$ cat src/rtl/div_seq_pkg.sv
// Shared types and helpers for the div_seq iterative divider: FSM state encoding,
// counter sizing and the 8-bit carry-lookahead slice used for subtraction and negation.
package div_seq_pkg;

  localparam int unsigned DIV_WIDTH = 32;

  typedef enum logic [1:0] {
    ST_IDLE = 2'd0,
    ST_RUN  = 2'd1,
    ST_FIX  = 2'd2,
    ST_ZERO = 2'd3
  } div_state_e;

  // Counter must hold 0..WIDTH, one bit beyond the last step index.
  function automatic int unsigned div_cnt_w(input int unsigned width);
    return $clog2(width) + 1;
  endfunction

  // 8-bit slice: carries from generate/propagate terms; returns {cout, sum}.
  function automatic logic [8:0] cla_8(input logic [7:0] a, input logic [7:0] b,
                                       input logic cin);
    logic [7:0] g;
    logic [7:0] p;
    logic [8:0] c;
    g    = a & b;
    p    = a ^ b;
    c[0] = cin;
    for (int i = 0; i < 8; i++) begin
      c[i+1] = g[i] | (p[i] & c[i]);
    end
    return {c[8], p ^ c[7:0]};
  endfunction

endpackage

$ cat src/rtl/div_seq_sub_step.sv
// One restoring-division step: (WIDTH+1)-bit minuend minus zero-extended divisor magnitude,
// built from cla_8 slices with inverted subtrahend and carry-in of 1.
module div_seq_sub_step
  import div_seq_pkg::*;
#(
  parameter int unsigned WIDTH = DIV_WIDTH
) (
  input  logic [WIDTH:0]   minuend,
  input  logic [WIDTH-1:0] subtrahend,
  output logic [WIDTH-1:0] diff,
  output logic             borrow
);

  localparam int unsigned NSLICE = WIDTH / 8;

  logic [NSLICE:0] carry;

  assign carry[0] = 1'b1;

  for (genvar i = 0; i < NSLICE; i++) begin : g_slice
    logic [8:0] r;
    assign r                = cla_8(minuend[8*i +: 8], ~subtrahend[8*i +: 8], carry[i]);
    assign diff[8*i +: 8]   = r[7:0];
    assign carry[i+1]       = r[8];
  end

  // Top bit pairs the minuend MSB with the inverted zero extension (a 1); no carry out means negative.
  assign borrow = ~(minuend[WIDTH] | carry[NSLICE]);

endmodule

$ cat src/rtl/div_seq.sv
// Iterative signed restoring divider, one quotient bit per clock, with divide-by-zero/overflow flag.
// Optional remainder output port enabled by defining DIV_REMAINDER_EN.
module div_seq
  import div_seq_pkg::*;
#(
  parameter int unsigned WIDTH = DIV_WIDTH
) (
  input  logic             clock,
  input  logic             reset_n,
  input  logic             start,
  input  logic [WIDTH-1:0] dividend,
  input  logic [WIDTH-1:0] divisor,
  output logic             busy,
  output logic [WIDTH-1:0] result,
  output logic             exception,
`ifdef DIV_REMAINDER_EN
  output logic [WIDTH-1:0] remainder,
`endif
  output logic             result_rdy
);

  localparam int unsigned    CNT_W   = div_cnt_w(WIDTH);
  localparam logic [WIDTH-1:0] INT_MIN = {1'b1, {(WIDTH-1){1'b0}}};

  div_state_e       state, state_d;
  logic [CNT_W-1:0] count, count_d;
  logic [WIDTH-1:0] q, q_d;
  logic [WIDTH-1:0] rem, rem_d;
  logic [WIDTH-1:0] absb, absb_d;
  logic             sign_q, sign_q_d;
  logic             ovf, ovf_d;
  logic             busy_d;
  logic [WIDTH-1:0] result_d;
  logic             exception_d;
  logic             result_rdy_d;
`ifdef DIV_REMAINDER_EN
  logic             sign_r, sign_r_d;
  logic [WIDTH-1:0] remainder_d;
`endif

  logic [WIDTH-1:0] step_diff;
  logic             step_borrow;

  // Two's complement negation through the same lookahead slices: ~x + 0 + 1.
  function automatic logic [WIDTH-1:0] negate(input logic [WIDTH-1:0] x);
    logic [WIDTH-1:0] s;
    logic [8:0]       r;
    logic             c;
    c = 1'b1;
    for (int i = 0; i < int'(WIDTH / 8); i++) begin
      r          = cla_8(~x[8*i +: 8], 8'h00, c);
      s[8*i +: 8] = r[7:0];
      c          = r[8];
    end
    return s;
  endfunction

  div_seq_sub_step #(.WIDTH(WIDTH)) u_step (
    .minuend    ({rem, q[WIDTH-1]}),
    .subtrahend (absb),
    .diff       (step_diff),
    .borrow     (step_borrow)
  );

  // Next-state, datapath and registered-output values.
  always_comb begin
    state_d      = state;
    count_d      = count;
    q_d          = q;
    rem_d        = rem;
    absb_d       = absb;
    sign_q_d     = sign_q;
    ovf_d        = ovf;
    busy_d       = busy;
    result_d     = result;
    exception_d  = exception;
    result_rdy_d = 1'b0;
`ifdef DIV_REMAINDER_EN
    sign_r_d     = sign_r;
    remainder_d  = remainder;
`endif

    unique case (state)
      ST_IDLE: begin
        // The result_rdy cycle still belongs to the previous operation.
        if (start && !result_rdy) begin
          busy_d   = 1'b1;
          count_d  = '0;
          rem_d    = '0;
          q_d      = dividend[WIDTH-1] ? negate(dividend) : dividend;
          absb_d   = divisor[WIDTH-1] ? negate(divisor) : divisor;
          sign_q_d = dividend[WIDTH-1] ^ divisor[WIDTH-1];
          ovf_d    = (dividend == INT_MIN) && (divisor == '1);
`ifdef DIV_REMAINDER_EN
          sign_r_d = dividend[WIDTH-1];
`endif
          state_d  = (divisor == '0) ? ST_ZERO : ST_RUN;
        end
      end

      ST_RUN: begin
        q_d     = {q[WIDTH-2:0], ~step_borrow};
        rem_d   = step_borrow ? {rem[WIDTH-2:0], q[WIDTH-1]} : step_diff;
        count_d = count + CNT_W'(1);
        if (count == CNT_W'(WIDTH - 1)) begin
          state_d = ST_FIX;
        end
      end

      ST_FIX: begin
        result_d     = sign_q ? negate(q) : q;
        exception_d  = ovf;
`ifdef DIV_REMAINDER_EN
        remainder_d  = sign_r ? negate(rem) : rem;
`endif
        result_rdy_d = 1'b1;
        busy_d       = 1'b0;
        state_d      = ST_IDLE;
      end

      ST_ZERO: begin
        result_d     = '0;
        exception_d  = 1'b1;
`ifdef DIV_REMAINDER_EN
        remainder_d  = '0;
`endif
        result_rdy_d = 1'b1;
        busy_d       = 1'b0;
        state_d      = ST_IDLE;
      end

      default: begin
        state_d = ST_IDLE;
      end
    endcase
  end

  always_ff @(posedge clock) begin
    if (!reset_n) begin
      state      <= ST_IDLE;
      count      <= '0;
      q          <= '0;
      rem        <= '0;
      absb       <= '0;
      sign_q     <= 1'b0;
      ovf        <= 1'b0;
      busy       <= 1'b0;
      result     <= '0;
      exception  <= 1'b0;
      result_rdy <= 1'b0;
`ifdef DIV_REMAINDER_EN
      sign_r     <= 1'b0;
      remainder  <= '0;
`endif
    end else begin
      state      <= state_d;
      count      <= count_d;
      q          <= q_d;
      rem        <= rem_d;
      absb       <= absb_d;
      sign_q     <= sign_q_d;
      ovf        <= ovf_d;
      busy       <= busy_d;
      result     <= result_d;
      exception  <= exception_d;
      result_rdy <= result_rdy_d;
`ifdef DIV_REMAINDER_EN
      sign_r     <= sign_r_d;
      remainder  <= remainder_d;
`endif
    end
  end

endmodule
$ cat config.mk
export PLATFORM = sky130hd
export DESIGN_NAME = div_seq
export DESIGN_NICKNAME = d
export VERILOG_FILES = /design/src/rtl/div_seq_pkg.sv /design/src/rtl/div_seq_sub_step.sv /design/src/rtl/div_seq.sv
export SDC_FILE = /design/constraint.sdc
export NUM_CORES = 1
export LEC_CHECK = 0
export CAP_MARGIN = 10
export CORE_ASPECT_RATIO = 1.2
export CORE_MARGIN = 2
export CORE_UTILIZATION = 60
export CTS_BUF_LIST = sky130_fd_sc_hd__clkbuf_16
export DETAILED_ROUTE_END_ITERATION = 8
export GPL_ROUTABILITY_DRIVEN = 1
export PLACE_DENSITY_LB_ADDON = 0.12
export SYNTH_ARGS = -nofsm -noshare
export SYNTH_HDL_FRONTEND = slang
export SYNTH_SLANG_ARGS = --single-unit
export TNS_END_PERCENT = 10
$ cat constraint.sdc
create_clock -name clock -period 35.9 [get_ports clock]
set_input_delay 3.59 -clock clock [delete_from_list [all_inputs] [get_ports clock]]
set_output_delay 3.59 -clock clock [all_outputs]
set_load 0.02 [all_outputs]
==> results of run 1 <==
## through the flow
stage,power (mW),worst slack (ns),hold WS (ns)
after floorplan,0.346,22.74,0.431
after global placement,0.382,22.02,0.445
after detailed placement,0.386,21.86,0.454
after CTS,0.558,21.85,0.460
after global routing,0.603,21.14,0.498
final,0.557,21.80,0.456
## power groups by stage
stage	clock network (mW)	logic [mW]	registers (mW)
floorplan	0	0.157	0.189
global placement	0	0.188	0.194
detailed placement	0	0.192	0.194
CTS	0.173	0.194	0.191
global route	0.180	0.229	0.194
finish	0.171	0.195	0.192
## cells in the final DEF (no fill, tap or decap), drive strengths merged, types with 2 or more instances in the layout
cell type      Yosys  routed
ha                93      93
and2              33      33
o2111ai            2       2
buf               40      11
o211ai            76      76
o21ai              3       3
nor2b              5       5
mux2i             53      53
nor4              13      13
clkdlybuf4s50      0      98
o21a              24      24
clkbuf            39      17
a21oi              4       4
dfxtp            141     141
nor3              25      25
nand3             37      37
clkinv             0       6
nor4b              3       3
fa                31      31
a21boi            44      44
nand2             85      85
nand2b             4       4
o211a             32      32
inv              157     160
o22ai             55      55
xnor2              2       2
bufinv             0       3
nand4              9       9
nor2               8       8
nand3b             2       2
xor2               3       3
## worst register-to-register path, delay by kind of cell, from the launching register on
family / cells / cell delay [ns]
flops: 1 / 0.37
compound gates: 2 / 0.25
fa+ha+maj: 32 / 12.14
buf+inv: 2 / 0.15
simple gates: 2 / 1.04
## state kept, by name, indices dropped and copies added (netlist names)
register and flops:
sign_q 1, state 2, exception 1, result_rdy 1
ovf 1, result 32, count 6, q 32
rem 32, busy 1, absb 32
## cell type report
cell class                      count  area [µm²]  area share, %
Multi-Input combinational cell    656        5510           51.0
Sequential cell                   141        2820           26.1
Timing Repair Buffer              109        1060           9.80
Inverter                          157         589           5.46
Clock buffer                       17         425           3.94
Tap cell                          204         255           2.36
Clock inverter                     13         135           1.25
## cell families after synthesis
kind of cell / Yosys count / share of synthesized area (%)
xor gates and xnor gates: 5 / 0.472
DFF: 141 / 30.4
muxes: 53 / 5.72
buffers and inverters: 236 / 10.4
and+or+nand+nor: 232 / 12.6
adders and majority gates: 124 / 19.2
AOI/OAI and AO/OA: 242 / 21.1
## layer usage
metal | vias up | track usage (%)
li1 | 3701 | -
met1 | 3524 | 35.3
met2 | 179 | 42.1
met3 | 38 | 4.97
met4 | 0 | 9.32
met5 | - | 0
## worst max path at each step
stage | slack (ns) | cells after the start | startpoint | to
final | 21.80 | 38 | q[31] | rem[3]
after global routing | 21.14 | 38 | q[31] | rem[8]
after CTS | 21.85 | 38 | q[31] | rem[8]
after detailed placement | 21.86 | 38 | q[31] | rem[3]
after global placement | 22.02 | 38 | q[31] | rem[0]
after floorplan | 22.74 | 40 | q[31] | rem[22]
==> impl_results.md, run 1 <==
- Status: finished, final reports clean
- Crit-path max cell delay: around 0.84 ns
- Post-Syn Area: roughly 0.0093 mm²
- Least-Margin Pin Slew: 1.11 ns
- First drt pass iteration count: 5
- Setup Crit Path Kind: reg -> reg
- M1 WL: a little under 10,000 µm
- Final hold viol count: 0
- Max Freq: slightly above 70 MHz
- Cts hold-fix bufs: 0
- Most common flop cell mapped by yosys: dfxtp_1
- Post-detailed-routing wire length: slightly above 20,000 µm
- Crit path max fanout: between 60 and 70
- Post-route minimum period: between 10 and 15 ns
- Placed Instance Area: just over 0.01 mm²
- CP Capture Type: register
- Largest net degree at the start of global routing: roughly 120
- Filler cell count: between 1,000 and 1,500
- Final Util: between 70 and 80%
- DR WL met2: 9600 µm
- Boundary Pins: 102
- Routed vias: between 7,000 and 8,000
- Asr flop ratio synth: 0%
- Hold Path Cell Cnt: 2
- Layout cell share with drive strength beyond 1: under 10%
- R2r worst-path depth: 38
- Pint: around 360 µW
- Hold endpoint: absb[31]
- Synth area leader: dfxtp_1
- Gr usage total: between 20% and 30%
- Seq cells post-synth: 141
- ANT nets after route: 0
- Clock Power Share: just over 30%
- Global route total overflow: 0
- First-pass GRT wire length: approximately 35,000 µm
- Setup violations, final: 0
- Die Ht: about 140 µm
- Yosys top cell area share: 30.4%
- Core area: 0.0151 mm²
- Placed Cells incl. Taps: ~1,300
- Highest Signal Layer: met4
- Lkg Pwr: 4.54 nW
- Slowest-stage cell, CP: or2_2
- CTS tree: built
- RSZ-0062 raised after global routing: false
- Wire per inst: around 16 µm
- Final instance area: 0.0108 mm²
- Met3 Wirelength: 831 µm
- Post-detailed-route DRC marker count: 0
- Post-CTS setup buffer count: 0
- Seq/Total Area, Yosys: a little under a third
- Reg-to-reg startpoint: q[31]
- Antenna diodes: 0
- TritonCTS buffer count: 17
- Max VDD drop: between 0.00005 and 0.00006 V
- Most used cell, CP: fa_1
- Vias in the first global route: just over 7,000
- Yosys Warn Count: 0
- Post-route clock period utilization: approximately 39%
- Synthesis-to-layout area growth: 16.4%
- Largest cells by area after synthesis: dfxtp_1 (30%), ha_1 (13%), fa_1 (6.7%)
- Detail Placement HPWL: 13,900 µm
- Clock skew: between 0.009 and 0.01 ns
- Worst reg-to-reg setup slack: between 20 and 25 ns
- Avg Synthesized Cell Area: 8.98 µm²
- Cell Pwr Density: just over 50 mW/mm²
- Port buffer count: slightly above 100
- Placer congestion estimate: between 0.8 and 0.9
- CTS Buffer Depth: 2
- Die area: 0.0165 mm²
- Syn nets: ~1,200
- Delay-heaviest family, CP: adder cells
- Most common cell in the netlist: inv_1
- Max-cap violations: 0
- CP bufs+invs: 2
- Sw Ratio: between 30% and 40%
- Max Slew Vio Count: 0
- PostCTS Resize Cnt: 0
- FF-to-FF End: rem[3]
- Initial Util: 61.5%
- Psw: between 150 and 200 µW
- Die W: around 120 µm
- Mapped Cells: 1,033
- Root buf cell: clkbuf_16
- Clk sinks: 141
- Iter 0 DRT Violations: 495
- Row cnt: 49
- Startpoint Class: register
- CTS HTree Levels: 4
- CP arrival: ~14 ns
- Worst-path clk slew: around 0.060 ns
- Finished Layout Cells: between 1,000 and 1,500
- Worst skew pair latency: roughly 0.43 ns
- EDFF count, synth: 0
- Drt via density: between 5 and 6
- Worst Path Required: ~36 ns
- Comb power frac: between 30% and 40%
- Slew HR: 26.0%
- Netlist cell types: 45
- Sequential power share: about a third
- Synth top cells by count: inv_1 (157), dfxtp_1 (141), ha_1 (93)
- Initial antenna violation count: 0
- HP Class: reg -> reg
- Nets: between 1,000 and 1,500
- Setup TNS Final: 0 ns
- Worst Min Path Start: absb[31]
Power figures use the tool's default switching activity.
==> inputs of run 2 (changes only) <==
--- a/config.mk
+++ b/config.mk
@@ -8,7 +8,7 @@
 export CAP_MARGIN = 10
 export CORE_ASPECT_RATIO = 1.2
 export CORE_MARGIN = 2
-export CORE_UTILIZATION = 60
+export CORE_UTILIZATION = 52
 export CTS_BUF_LIST = sky130_fd_sc_hd__clkbuf_16
 export DETAILED_ROUTE_END_ITERATION = 8
 export GPL_ROUTABILITY_DRIVEN = 1
==> constraint.sdc (replaced) <==
create_clock -name clock -period 11.6 [get_ports clock]
set_input_delay 1.16 -clock clock [delete_from_list [all_inputs] [get_ports clock]]
set_output_delay 1.16 -clock clock [all_outputs]
set_load 0.02 [all_outputs]
==> impl_results.md, run 2 (synthesis results as in run 1) <==
- Slew HR: between 20% and 30%
- Nets: 1,282
- Worst Path Required: 11.90 ns
- Startpoint Class: register
- CTS HTree Levels: 4
- CP Capture Type: register
- Placer congestion estimate: 0.792
- Detail Placement HPWL: 14,400 µm
- Die W: about 130 µm
- Vias in the first global route: slightly above 7,000
- Gr usage total: a little under a quarter
- Antenna diodes: 0
- Iter 0 DRT Violations: 460
- Cts hold-fix bufs: 0
- Setup Crit Path Kind: reg -> reg
- Synthesis-to-layout area growth: 19.6%
- Worst reg-to-reg setup slack: -0.32 ns
- RSZ-0062 raised after global routing: true
- Most common cell after layout, fill and taps aside: inv_1
- Post-detailed-routing wire length: 21,100 µm
- Port buffer count: about 100
- Crit path max fanout: 8
- Worst skew pair latency: 0.42 ns
- Least-Margin Pin Slew: between 1 and 1.5 ns
- Post-detailed-route DRC marker count: 0
- Clock Power Share: between 30% and 40%
- Slowest-stage cell, CP: fa_2
- Worst Min Path Start: ovf
- Most used cell, CP: fa_2
- Finished Layout Cells: 1,323
- First-pass GRT wire length: ~35,000 µm
- Max Freq: about 84 MHz
- CTS tree: built
- Drt via density: 5.64
- ANT nets after route: 0
- Initial Util: 53.0%
- Final hold viol count: 0
- Wire per inst: approximately 16 µm
- Psw: ~660 µW
- Crit-path max cell delay: about 0.36 ns
- Worst-path clk slew: 0.07 ns
- Clk sinks: approximately 140
- R2r worst-path depth: 39
- Max VDD drop: between 0.0001 and 0.00015 V
- Reg-to-reg startpoint: q[31]
- Root buf cell: clkbuf_16
- Clock skew: 0.0108 ns
- CP arrival: 12.22 ns
- Cell Pwr Density: roughly 170 mW/mm²
- FF-to-FF End: rem[24]
- Die area: roughly 0.019 mm²
- First drt pass iteration count: 5
- Status: complete, but fails checks
- TritonCTS buffer count: 17
- Hold endpoint: ovf
- Lkg Pwr: 4.61 nW
- Largest net degree at the start of global routing: about 110
- Global route total overflow: 0
- HP Class: reg -> reg
- Sw Ratio: 34.1%
- Core area: about 0.018 mm²
- Layout cell share with drive strength beyond 1: approximately a tenth
- Die Ht: approximately 150 µm
- Row cnt: 53
- Sequential power share: 30.7%
- Boundary Pins: roughly 100
- Post-route clock period utilization: 103%
- Placed Instance Area: 0.0104 mm²
- CP bufs+invs: 3
- Initial antenna violation count: 0
- CTS Buffer Depth: 2
- Final worst slack: -0.318 ns
- Hold Path Cell Cnt: 2
- Violated checks: negative setup slack
- Most frequent cells in the layout: inv_1 (155), dfxtp_1 (139), clkdlybuf4s50_1 (98)
- Delay-heaviest family, CP: adder cells
- Max Slew Vio Count: 0
- Post-route minimum period: around 12 ns
- Comb power frac: 38.2%
- Placed Cells incl. Taps: approximately 1,300
- Routed vias: 7,464
- Max-cap violations: 0
- Setup violations, final: 33
- Pint: around 1.3 mW
- Final instance area: approximately 0.011 mm²
run 2: layer usage:
metal  vias up  GRT usage, %  share of wire [%]
li1       3720             -                  -
met4         0          6.70                1.4
met2       163          37.8                 47
met3        23          4.30                4.4
met5         -             0                  0
met1      3558          30.3                 47
run 2: cell type report:
type | count | area [µm²]
Fill cell | 1512 | 6410
Timing Repair Buffer | 118 | 1160
Clock inverter | 14 | 218
Multi-Input combinational cell | 656 | 5600
Sequential cell | 141 | 2830
Clock buffer | 17 | 425
Inverter | 157 | 589
Tap cell | 220 | 275
run 2: what timing repair did:
action | CTS | global route
setup endpoints to repair | 33 | 33
gates cloned | 0 | 1
pin swaps | 8 | 6
buffers inserted | 0 | 0
gates resized for setup | 18 | 4
run 2: through the flow:
step	setup WS [ns]	utilization, %	power (mW)	TNS, ns	hold slack (ns)
after CTS	-0.318	63.2	1.90	-8.78	0.466
after detailed placement	-0.303	59.5	1.29	-7.82	0.459
after global placement	-0.250	59.5	1.28	-6.66	0.444
after global routing	-0.637	63.4	2.07	-19.07	0.501
after floorplan	-0.0539	-	1.16	-1.40	0.431
final	-0.318	63.4	1.93	-9.13	0.464
run 2: power by group through the flow:
stage | registers [mW] | clock network [mW] | logic [mW]
floorplan | 0.585 | 0 | 0.573
global placement | 0.602 | 0 | 0.675
detailed placement | 0.602 | 0 | 0.690
CTS | 0.592 | 0.611 | 0.700
global route | 0.601 | 0.631 | 0.841
finish | 0.593 | 0.600 | 0.737
run 2: how the worst max path moves through the flow:
stage                     start  endpoint  slack (ns)  depth (start not counted)
after global routing      q[31]   rem[12]       -0.64                         39
after floorplan           q[31]   rem[22]       -0.05                         40
after global placement    q[31]   rem[31]       -0.25                         37
final                     q[31]   rem[24]       -0.32                         39
after CTS                 q[31]   rem[12]       -0.32                         39
after detailed placement  q[31]   rem[12]       -0.30                         39
run 2: worst reg2reg max path, delay by kind of cell (launching register included):
kind / cells / cell delay (ns)
buf+inv: 3 / 0.28
simple gates: 2 / 0.24
compound gates: 2 / 0.21
fa+ha+maj: 32 / 10.74
flops: 1 / 0.33
==> inputs of run 3 (changes only) <==
--- a/config.mk
+++ b/config.mk
@@ -7,13 +7,14 @@
 export LEC_CHECK = 0
 export CAP_MARGIN = 10
 export CORE_ASPECT_RATIO = 1.2
-export CORE_MARGIN = 2
+export CORE_MARGIN = 5
 export CORE_UTILIZATION = 52
 export CTS_BUF_LIST = sky130_fd_sc_hd__clkbuf_16
 export DETAILED_ROUTE_END_ITERATION = 8
 export GPL_ROUTABILITY_DRIVEN = 1
+export MAX_ROUTING_LAYER = met4
 export PLACE_DENSITY_LB_ADDON = 0.12
 export SYNTH_ARGS = -nofsm -noshare
 export SYNTH_HDL_FRONTEND = slang
 export SYNTH_SLANG_ARGS = --single-unit
-export TNS_END_PERCENT = 10
+export TNS_END_PERCENT = 50
==> impl_results.md, run 3 (synthesis results as in run 1) <==
- Final instance area: 0.0112 mm²
- Slowest-stage cell, CP: fa_2
- Layout cell share with drive strength beyond 1: about 11%
- Slew HR: around 28%
- Most common cell after layout, fill and taps aside: inv_1
- Gr usage total: between 20% and 30%
- Post-route clock period utilization: 104%
- Global route total overflow: 0
- Worst reg-to-reg setup slack: -0.47 ns
- ANT nets after route: 0
- Largest net degree at the start of global routing: around 110
- Crit path max fanout: 5
- Root buf cell: clkbuf_16
- CTS HTree Levels: 4
- Max VDD drop: about 0.00012 V
- Iter 0 DRT Violations: 470
- Lkg Pwr: approximately 4.7 nW
- Final worst slack: -0.468 ns
- Hold Path Cell Cnt: 2
- Boundary Pins: roughly 100
- Violated checks: negative setup slack
- Clk sinks: 141
- Core area: 0.0175 mm²
- Final hold viol count: 0
- CTS tree: built
- Port buffer count: roughly 100
- Routed vias: ~7,400
- Post-detailed-routing wire length: 22,500 µm
- Vias in the first global route: between 7,000 and 8,000
- HP Class: reg -> reg
- Placed Instance Area: 0.0104 mm²
- Placed Cells incl. Taps: about 1,300
- Die W: around 130 µm
- Post-route minimum period: 12.07 ns
- Initial Util: around 53%
- Detail Placement HPWL: roughly 15,000 µm
- Reg-to-reg startpoint: q[31]
- Worst-path clk slew: 0.06 ns
- Startpoint Class: register
- FF-to-FF End: rem[26]
- Setup Crit Path Kind: reg -> reg
- Wire per inst: ~17 µm
- First-pass GRT wire length: 36,000 µm
- Status: complete, but fails checks
- CTS Buffer Depth: 2
- Max-cap violations: 0
- Row cnt: 53
- Nets: about 1,300
- Max Slew Vio Count: 0
- CP arrival: 12.41 ns
- Die area: 0.0206 mm²
- Worst Path Required: 11.94 ns
- RSZ-0062 raised after global routing: true
- Worst skew pair latency: around 0.42 ns
- Clock skew: a little over 0.008 ns
- Placer congestion estimate: between 0.8 and 0.9
- Setup violations, final: 33
- R2r worst-path depth: 38
- Drt via density: roughly 5.6
- First drt pass iteration count: 5
- Max Freq: between 80 and 90 MHz
- Finished Layout Cells: approximately 1,300
- TritonCTS buffer count: 17
- Initial antenna violation count: 1
- CP Capture Type: register
- Hold endpoint: q[14]
- Synthesis-to-layout area growth: 20.3%
- Post-detailed-route DRC marker count: 0
- Die Ht: approximately 160 µm
- Worst Min Path Start: q[13]
- Most used cell, CP: fa_2
- Cell Pwr Density: roughly 180 mW/mm²
- Crit-path max cell delay: about 0.37 ns
- Most frequent cells in the layout: inv_1 (157), dfxtp_1 (139), clkdlybuf4s50_1 (98)
- Least-Margin Pin Slew: about 1.1 ns
-- run 3: power breakdown --
part,switching [mW],internal (mW)
logic,0.437,0.419
registers,0.0519,0.542
clock network,0.203,0.373
total,0.692,1.33
-- run 3: critical path, delay by kind of cell, from the launching register on --
| family | cells | cell delay (ns) |
|---|---|---|
| adders and majority gates | 32 | 10.87 |
| and+or+nand+nor | 1 | 0.23 |
| DFF | 1 | 0.33 |
| AOI/OAI and AO/OA | 2 | 0.27 |
| buffers and inverters | 3 | 0.29 |
-- run 3: metrics by stage --
| stage | hold WS [ns] | util (%) | power [mW] | setup slack [ns] | setup TNS (ns) |
|---|---|---|---|---|---|
| after floorplan | 0.431 | - | 1.16 | -0.0535 | -1.38 |
| after global placement | 0.441 | 59.6 | 1.28 | -0.309 | -8.55 |
| after detailed placement | 0.451 | 59.6 | 1.30 | -0.406 | -11.51 |
| after CTS | 0.459 | 63.1 | 1.89 | -0.420 | -11.93 |
| after global routing | 0.496 | 63.8 | 2.18 | -0.772 | -23.89 |
| final | 0.480 | 63.8 | 2.03 | -0.468 | -13.43 |
-- run 3: worst max path at each step --
stage,from,endpoint,slack (ns),cells past startpoint
2_1_floorplan,q[31],rem[22],-0.05,40
3_3_place_gp,q[31],rem[31],-0.31,37
3_5_place_dp,q[31],rem[23],-0.41,39
4_1_cts,q[31],rem[16],-0.42,39
5_1_grt,q[31],rem[26],-0.77,38
6_report,q[31],rem[26],-0.47,38
-- run 3: layout make-up --
type / count / area (µm²)
fill: 1497 / 6340
multi-input combinational: 657 / 5630
sequential: 141 / 2830
timing repair buffer: 125 / 1240
inverter: 157 / 589
clock buffer: 17 / 425
tap: 220 / 275
clock inverter: 12 / 180
antenna: 1 / 2.50
-- run 3: layer usage --
metal / up-vias / track usage (%) / part of all wire, %
li1: 3730 / - / -
met1: 3509 / 28.3 / 46
met2: 169 / 35.1 / 47
met3: 36 / 3.95 / 4.5
met4: 0 / 6.91 / 2.0
met5: - / - / 0
-- run 3: what timing repair did --
item	in CTS	in global routing
setup endpoints to repair	33	33
gates cloned	0	6
pin swaps	1	7
hold buffers	0	0
resized for setup	24	14
buffers inserted	0	1
